### config.mk
export PLATFORM = sky130hd
export DESIGN_NAME = ram_sync_flat
export DESIGN_NICKNAME = d
export VERILOG_FILES = /design/src/rtl/ram_sync_if.sv /design/src/rtl/ram_sync.sv /design/src/flat_wrapper.sv
export SDC_FILE = /design/constraint.sdc
export NUM_CORES = 2
export LEC_CHECK = 0
export CAP_MARGIN = 20
export CELL_PAD_IN_SITES_DETAIL_PLACEMENT = 1
export CELL_PAD_IN_SITES_GLOBAL_PLACEMENT = 1
export CORE_MARGIN = 4
export CORE_UTILIZATION = 50
export CTS_CLUSTER_SIZE = 24
export DETAILED_ROUTE_END_ITERATION = 8
export PLACE_DENSITY_LB_ADDON = 0.2
export SYNTH_ARGS = -nofsm -noshare
export SYNTH_HDL_FRONTEND = slang
export SYNTH_SLANG_ARGS = --single-unit
### constraint.sdc
create_clock -name clk -period 5.3 [get_ports clk]
set_input_delay 0.53 -clock clk [delete_from_list [all_inputs] [get_ports clk]]
set_output_delay 0.53 -clock clk [all_outputs]
set_load 0.01 [all_outputs]
### src/rtl/ram_sync_if.sv
// ram_sync_if -- request/response bundle for the synchronous RAM.
//
// Signals:
//   address    : word address for read or write (ADDR_W bits)
//   write      : write request, sampled on the rising clock edge
//   write_data : data to store (WIDTH bits)
//   read       : read request, sampled on the rising clock edge
//   clear      : request a full zero-fill of the array
//   data       : registered read data (WIDTH bits)
//   data_valid : one-cycle strobe marking a fresh read result in data
//   busy       : high while a zero-fill runs; all requests are ignored
//
// Modports:
//   master : the requester (CPU memory-access stage / testbench)
//   slave  : the RAM itself
interface ram_sync_if #(
  parameter int WIDTH  = 8,
  parameter int ADDR_W = 8
);
  logic [ADDR_W-1:0] address;
  logic              write;
  logic [WIDTH-1:0]  write_data;
  logic              read;
  logic              clear;
  logic [WIDTH-1:0]  data;
  logic              data_valid;
  logic              busy;

  modport master (
    output address, write, write_data, read, clear,
    input  data, data_valid, busy
  );

  modport slave (
    input  address, write, write_data, read, clear,
    output data, data_valid, busy
  );
endinterface

### src/rtl/ram_sync.sv
// ram_sync -- parametrised synchronous single-port RAM with registered read,
// automatic zero-fill after reset or on request, and defined out-of-range
// behaviour (writes dropped, reads return zero).
//
// Parameters:
//   WIDTH  : data word width in bits
//   DEPTH  : number of words (need not be a power of two)
//   ADDR_W : address width, 2**ADDR_W >= DEPTH
//
// Ports:
//   clk   : rising-edge clock
//   rst_n : asynchronous active-low reset; restarts the zero-fill
//   bus   : ram_sync_if slave modport (requests in, data/data_valid/busy out)
module ram_sync #(
  parameter int WIDTH  = 8,
  parameter int DEPTH  = 256,
  parameter int ADDR_W = 8
) (
  input  logic       clk,
  input  logic       rst_n,
  ram_sync_if.slave  bus
);

  typedef enum logic {
    CLEAR,
    IDLE
  } state_t;

  // DEPTH widened by one bit so address == DEPTH compares correctly when
  // DEPTH is exactly 2**ADDR_W.
  localparam logic [ADDR_W:0]   DEPTH_EXT = DEPTH[ADDR_W:0];
  localparam int                LAST_I    = DEPTH - 1;
  localparam logic [ADDR_W-1:0] LAST      = LAST_I[ADDR_W-1:0];

  state_t            state;
  state_t            state_next;
  logic [ADDR_W-1:0] counter;
  logic [ADDR_W-1:0] counter_next;

  logic              mem_we;
  logic [ADDR_W-1:0] mem_addr;
  logic [WIDTH-1:0]  mem_wdata;
  logic              rd_en;
  logic              in_range;

  logic [WIDTH-1:0]  data_q;
  logic              data_valid_q;

  // Storage has no reset; its contents become defined only through the fill.
  logic [WIDTH-1:0]  mem [DEPTH];

  assign in_range = ({1'b0, bus.address} < DEPTH_EXT);

  // State and fill counter; reset always restarts the fill from location 0.
  always_ff @(posedge clk or negedge rst_n) begin
    if (!rst_n) begin
      state   <= CLEAR;
      counter <= '0;
    end else begin
      state   <= state_next;
      counter <= counter_next;
    end
  end

  // Next-state logic and memory port steering. In CLEAR the port is owned by
  // the fill sequence; in IDLE clear wins over read and write.
  always_comb begin
    state_next   = state;
    counter_next = counter;
    mem_we       = 1'b0;
    mem_addr     = bus.address;
    mem_wdata    = bus.write_data;
    rd_en        = 1'b0;
    case (state)
      CLEAR: begin
        mem_we       = 1'b1;
        mem_addr     = counter;
        mem_wdata    = '0;
        counter_next = counter + ADDR_W'(1);
        if (counter == LAST) begin
          state_next   = IDLE;
          counter_next = '0;
        end
      end
      IDLE: begin
        if (bus.clear) begin
          state_next   = CLEAR;
          counter_next = '0;
        end else begin
          mem_we = bus.write && in_range;
          rd_en  = bus.read;
        end
      end
      default: begin
        state_next   = CLEAR;
        counter_next = '0;
      end
    endcase
  end

  // Array write port; mem_we is only raised for in-range addresses.
  always_ff @(posedge clk) begin
    if (mem_we) begin
      mem[mem_addr] <= mem_wdata;
    end
  end

  // Registered read port. Sampling mem here sees the pre-write contents, which
  // gives read-first behaviour on a same-address read/write collision.
  always_ff @(posedge clk or negedge rst_n) begin
    if (!rst_n) begin
      data_q       <= '0;
      data_valid_q <= 1'b0;
    end else begin
      data_valid_q <= rd_en;
      if (rd_en) begin
        data_q <= in_range ? mem[bus.address] : '0;
      end
    end
  end

  assign bus.data       = data_q;
  assign bus.data_valid = data_valid_q;
  assign bus.busy       = (state == CLEAR);

endmodule

### src/flat_wrapper.sv
// flat-port wrapper written by rule: the top's interface ports become plain ports
module ram_sync_flat 
#(
  parameter int WIDTH  = 8,
  parameter int DEPTH  = 256,
  parameter int ADDR_W = 8
)
  (clk, rst_n, bus_address, bus_write, bus_write_data, bus_read, bus_clear, bus_data, bus_data_valid, bus_busy);
  ram_sync_if #(.WIDTH(WIDTH), .ADDR_W(ADDR_W)) bus_i ();
  input  logic clk;
  input  logic rst_n;
  input wire logic [$bits(bus_i.address)-1:0] bus_address;
  input wire logic [$bits(bus_i.write)-1:0] bus_write;
  input wire logic [$bits(bus_i.write_data)-1:0] bus_write_data;
  input wire logic [$bits(bus_i.read)-1:0] bus_read;
  input wire logic [$bits(bus_i.clear)-1:0] bus_clear;
  output wire logic [$bits(bus_i.data)-1:0] bus_data;
  output wire logic [$bits(bus_i.data_valid)-1:0] bus_data_valid;
  output wire logic [$bits(bus_i.busy)-1:0] bus_busy;
  assign bus_i.address = bus_address;
  assign bus_i.write = bus_write;
  assign bus_i.write_data = bus_write_data;
  assign bus_i.read = bus_read;
  assign bus_i.clear = bus_clear;
  assign bus_data = bus_i.data;
  assign bus_data_valid = bus_i.data_valid;
  assign bus_busy = bus_i.busy;
  ram_sync #(.WIDTH(WIDTH), .DEPTH(DEPTH), .ADDR_W(ADDR_W)) u_core (.clk(clk), .rst_n(rst_n), .bus(bus_i));
endmodule
Yosys cells after proc, flatten, opt, wreduce, memory -nomap -nowiden --
Memory sizes are Yosys's and may differ from the RTL's. A register that Yosys moved wholly into a read port is not among the register bits. Cells that the tools add are included.
Word-level totals: word-level logic and storage cells 23, input port bits 21, RAM bits 2048, memories 1, register bits 10
Memory list:
- u_core.mem | depth 256, bits a word 8, rd ports 1, clocked after Yosys merged registers in 1, write ports 1, line ram_sync.sv:50 | logic [WIDTH-1:0] mem [DEPTH];
Cells by class: bitwise operators 1, reductions and logical operators 1, muxes and demuxes 14, add/sub/neg operators 1, equal/unequal tests 2
Operator list (number):
- $mux W8 | 4
- $pmux W8 S2 | 1
- $add A8 B1 Y8 const B | 1
- $eq A8 B8 Y1 const B | 1
- $mux W1 | 7
- $pmux W1 S2 | 2
- $ne A2 B2 Y1 const B | 1
- $logic_not A1 Y1 | 1
- $not A1 Y1 | 1

Depth between registers and ports, before layout --
depth in word-level cells 4, gate-level depth with buffers 12, depth with buffers taken out 8

Worst setup path before layout --
OpenSTA, ideal clock, no wires.
path type register to register, start register u_core.state, end memory u_core.mem[0][1] (data pin), cell stages (with the launch flop) 6, library setup time 0.867 ns, path buffers 4, clock period less this slack 5.408 ns, slack -0.108 ns, arrival time 4.541 ns, cells stage by stage dfrtp_1 -> buf_2 -> clkbuf_1 -> clkbuf_1 -> clkbuf_1 -> and2_1
On the way: word-level cells in the longest chain between the ends 1
RTL lines:
- start, declared | line ram_sync.sv:35 | state_t state;
- start signal, assigned | line ram_sync.sv:60 | state <= state_next;
- $mux W8 | line ram_sync.sv:74 | case (state)
- named net u_core.mem_wdata[1] | line ram_sync.sv:42 | logic [WIDTH-1:0] mem_wdata;
- end, declared | line ram_sync.sv:50
The timed path passes the listed nets, and every way through them passes these cells.

Worst setup path after layout --
start register u_core.state, end register u_core.data_q[0] (netlist: u_core.bus.data[0]), read port of u_core.mem
On the way: word-level cells in the longest chain between the ends 1
RTL lines:
- $mux W1 | line ram_sync.sv:74
- named net u_core.rd_en | line ram_sync.sv:43 | logic rd_en;
- end, declared | line ram_sync.sv:46 | logic [WIDTH-1:0] data_q;
The timed path passes the listed nets, and every way through them passes these cells. A chain may end at the register's enable or synchronous reset.

==> metrics.csv <==
metric,value,unit
result of the run,finished clean,
"wirelength, routed",237000,microns
post-detail-place hpwl,150000,microns
Worst Path Arrival,4680,ps
setup tns final,0,ps
post-route cell area,90900,sq um
Longest Clk Path Bufs,3,
Netlist Area Pre-Place,81300,sq um
power density over the cells,390,nW/um^2
initial core utilization,0.505,
clock-pin slew on the worst setup and hold paths,70,ps
DRC violations left,0,
Power Total,0.0354,W
Hold/Removal Path Class,input pin to asynchronous set/reset pin,
Worst Slack Setup Final,1410,ps
vias in the first global route,43900,
share of post-route cells with drive strength above 1,0.184,
unrepaired setup endpoints after global routing,no,
post-route clock skew,31.2,ps
pin slew with the least headroom to its limit,1180,ps
Max Clk Rate,257,MHz
Fillers,13900,
net count reported at finish,4293,
x dimension of the die,411,microns
number of synthesized flops with an enable pin,2048,
count of nets left with antenna violations after detail routing,0,
Rel. slew slack,0.205,
slowest CP cell,sky130_fd_sc_hd__nor4_1,
total I/O pin count,31,
vertical extent of the die,411,microns
most area-consuming cells after synthesis,"sky130_fd_sc_hd__edfxtp_1 (76%), sky130_fd_sc_hd__mux4_2 (8.7%), sky130_fd_sc_hd__mux2i_1 (4.4%), sky130_fd_sc_hd__nor2_1 (1.4%), sky130_fd_sc_hd__mux4_1 (1.3%)",
Initial DRC Count,5777,
portion of synthesized cell area occupied by the leading cell type,0.757,
CTS tree,done,
gate count after technology mapping,4097,
total nets after synthesis,4119,
"synthesized-area fraction occupied by ao, oa, aoi and oai cells",0.0395,
number of synthesis warnings,0,
XOR/XNOR Fraction of Synth Area,0.000323,
library cell occupying the most area in the post-synthesis netlist,sky130_fd_sc_hd__edfxtp_1,
Port-buffer cells,30,
maxcap violations,0,
dominant register cell in the synthesized netlist,sky130_fd_sc_hd__edfxtp_1,
Critical Path RT,6090,ps
first-pass GRT wire length,337000,microns
CTS Sinks,2066,
"Worst Path Class, Setup",flip-flop to flip-flop,
synthesis-to-layout area growth,11.8,%
Mean Syn Cell Area,19.8,sq um
final cycle utilization of the critical path,0.733,
worst vdd rail ir drop,0.000413,V
most common cell in the netlist,sky130_fd_sc_hd__edfxtp_1,
category of cells accounting for the largest share of critical-path delay,simple AND/OR/NAND/NOR gates,
main combinational cell family by area after synthesis,multiplexers,
Num CTS Buffers,205,
Placed Area,84300,sq um
leakage power of the design,29.6,nW
GRT Resource Usage Total,0.282,
overall die area,169000,sq um
via count of the routed design,43000,
reg-to-reg critical path startpoint,u_core.state,
critical path buffer and inverter count,2,
commonest cells in the synthesized netlist,"sky130_fd_sc_hd__edfxtp_1 (2048), sky130_fd_sc_hd__mux2i_1 (360), sky130_fd_sc_hd__mux4_2 (313)",
Synth Register Bits,2066,
vias per cell,6.51,
delay of the slowest cell on the worst path,670,ps
Row Count,147,
antenna violations before repair,9,
smallest hold slack,574,ps
largest fanout on the critical path,44,
count of final max-slew check failures,0,
final worst path period need,3890,ps
"post-synthesis share of cell area spent on and, or, nand and nor gates",0.0320,
sequential area share after synthesis,0.762,
Skew-Pair Late Insertion Delay,860,ps
CP endpoint kind,flip-flop,
Final Hold Fails,0,
area of the placeable core,161000,sq um
PostCTS Resize Cnt,0,
routability cong.,0.897,
Root Buffer,sky130_fd_sc_hd__clkbuf_16,
final setup violation count,0,
adder-cell share of the synthesized area,0.000154,
DR WL/cell,35.9,microns
aggregate global routing overflow,0,
ordered cell list for the critical path,buf_4 > nor2b_1 > nand2_2 > inv_1 > nand2b_1 > a221oi_1 > nand3_1 > nor4_1 > a311o_1,
largest net degree at the start of global routing,140,
Clock H-tree levels,4,
portion of netlist area occupied by mux cells,0.144,
async set or reset register ratio after synthesis,0.00871,
Worst R2R Setup Slack,1410,ps
post-placement worst setup slack,1010,ps
first element of the critical path,u_core.state,
detailed-router iteration count before antenna repair,6,
Startpoint Class,flip-flop,
count of distinct cell types in the synthesized netlist,74,
## path summary, 6_finish.rpt
path                                      end  cells past startpoint
min in group clk           u_core.mem[222][2]                      2
max in group asynchronous  u_core.bus.data[4]                      3
min reg2reg                 u_core.counter[5]                      1
max reg2reg                u_core.bus.data[0]                      9
max                        u_core.bus.data[0]                      9
min                         u_core.counter[3]                      2
## layout by cell type, fill, tap and decap left out, types with 32 or more instances in the layout
| cell type | Yosys | routed |
|---|---|---|
| sky130_fd_sc_hd__nor3_1 | 35 | 35 |
| sky130_fd_sc_hd__clkinv_2 | 0 | 32 |
| sky130_fd_sc_hd__clkinv_1 | 1 | 45 |
| sky130_fd_sc_hd__o21ai_0 | 43 | 43 |
| sky130_fd_sc_hd__buf_4 | 16 | 157 |
| sky130_fd_sc_hd__clkbuf_1 | 84 | 56 |
| sky130_fd_sc_hd__mux2i_1 | 360 | 360 |
| sky130_fd_sc_hd__a21oi_1 | 76 | 76 |
| sky130_fd_sc_hd__nor2_1 | 293 | 291 |
| sky130_fd_sc_hd__edfxtp_1 | 2048 | 2048 |
| sky130_fd_sc_hd__nand2_1 | 147 | 147 |
| sky130_fd_sc_hd__o22ai_1 | 103 | 103 |
| sky130_fd_sc_hd__o221ai_1 | 62 | 62 |
| sky130_fd_sc_hd__mux4_2 | 313 | 313 |
| sky130_fd_sc_hd__clkbuf_16 | 0 | 208 |
| sky130_fd_sc_hd__mux4_1 | 40 | 40 |
| sky130_fd_sc_hd__a22oi_1 | 39 | 39 |
## metal layers
layer  GRT usage  share of wire
met1       0.407           0.41
met2       0.428           0.46
met3      0.0589          0.090
met4       0.106          0.040
met5           0        0.00013
## cells by family (layout without fill, tap and decap cells)
logic type	Yosys count	in the layout
other	0	1
adders and majority gates	1	1
muxes	715	715
buffers and inverters	256	602
xor gates and xnor gates	3	3
AOI/OAI and AO/OA	456	456
and+or+nand+nor	600	600
DFF	2066	2066
## power breakdown
group | internal [W] | switching, W
logic | 0.000752 | 0.00189
clock network | 0.00826 | 0.00615
registers | 0.0182 | 0.000161
## registers in the layout, indices dropped and copies added (netlist names)
| register | count |
|---|---|
| u_core.counter | 8 |
| u_core.bus.data_valid | 1 |
| u_core.mem | 2048 |
| u_core.bus.data | 8 |
| u_core.state | 1 |
## stage by stage
| step | cells | util |
|---|---|---|
| 4_1_cts | 6603 | 0.564 |
| 3_5_place_dp | 6223 | 0.523 |
| 5_1_grt | 6603 | 0.564 |
| 2_1_floorplan | 4097 | - |
| 3_3_place_gp | 6219 | 0.523 |
| 6_report | 6604 | 0.564 |
## layout make-up
class                   instances  area, sq um  area share
flip-flops and latches       2066        61900       0.681
repair buffers                212         1970      0.0217
well taps                    2160         2700      0.0297
multi-input cells            1775        17600       0.194
clock buffers                 266         5440      0.0599
inverters                      11         46.3    0.000509
diodes                          1         2.50   0.0000275
clock inverters               113         1160      0.0128
## repair_timing
item / in CTS / in global routing
hold buffers: 1 / 0
endpoints found under the hold margin: 4 / 0
buffers inserted: 0 / 0
Note: power is estimated with default switching activity, not from simulation.
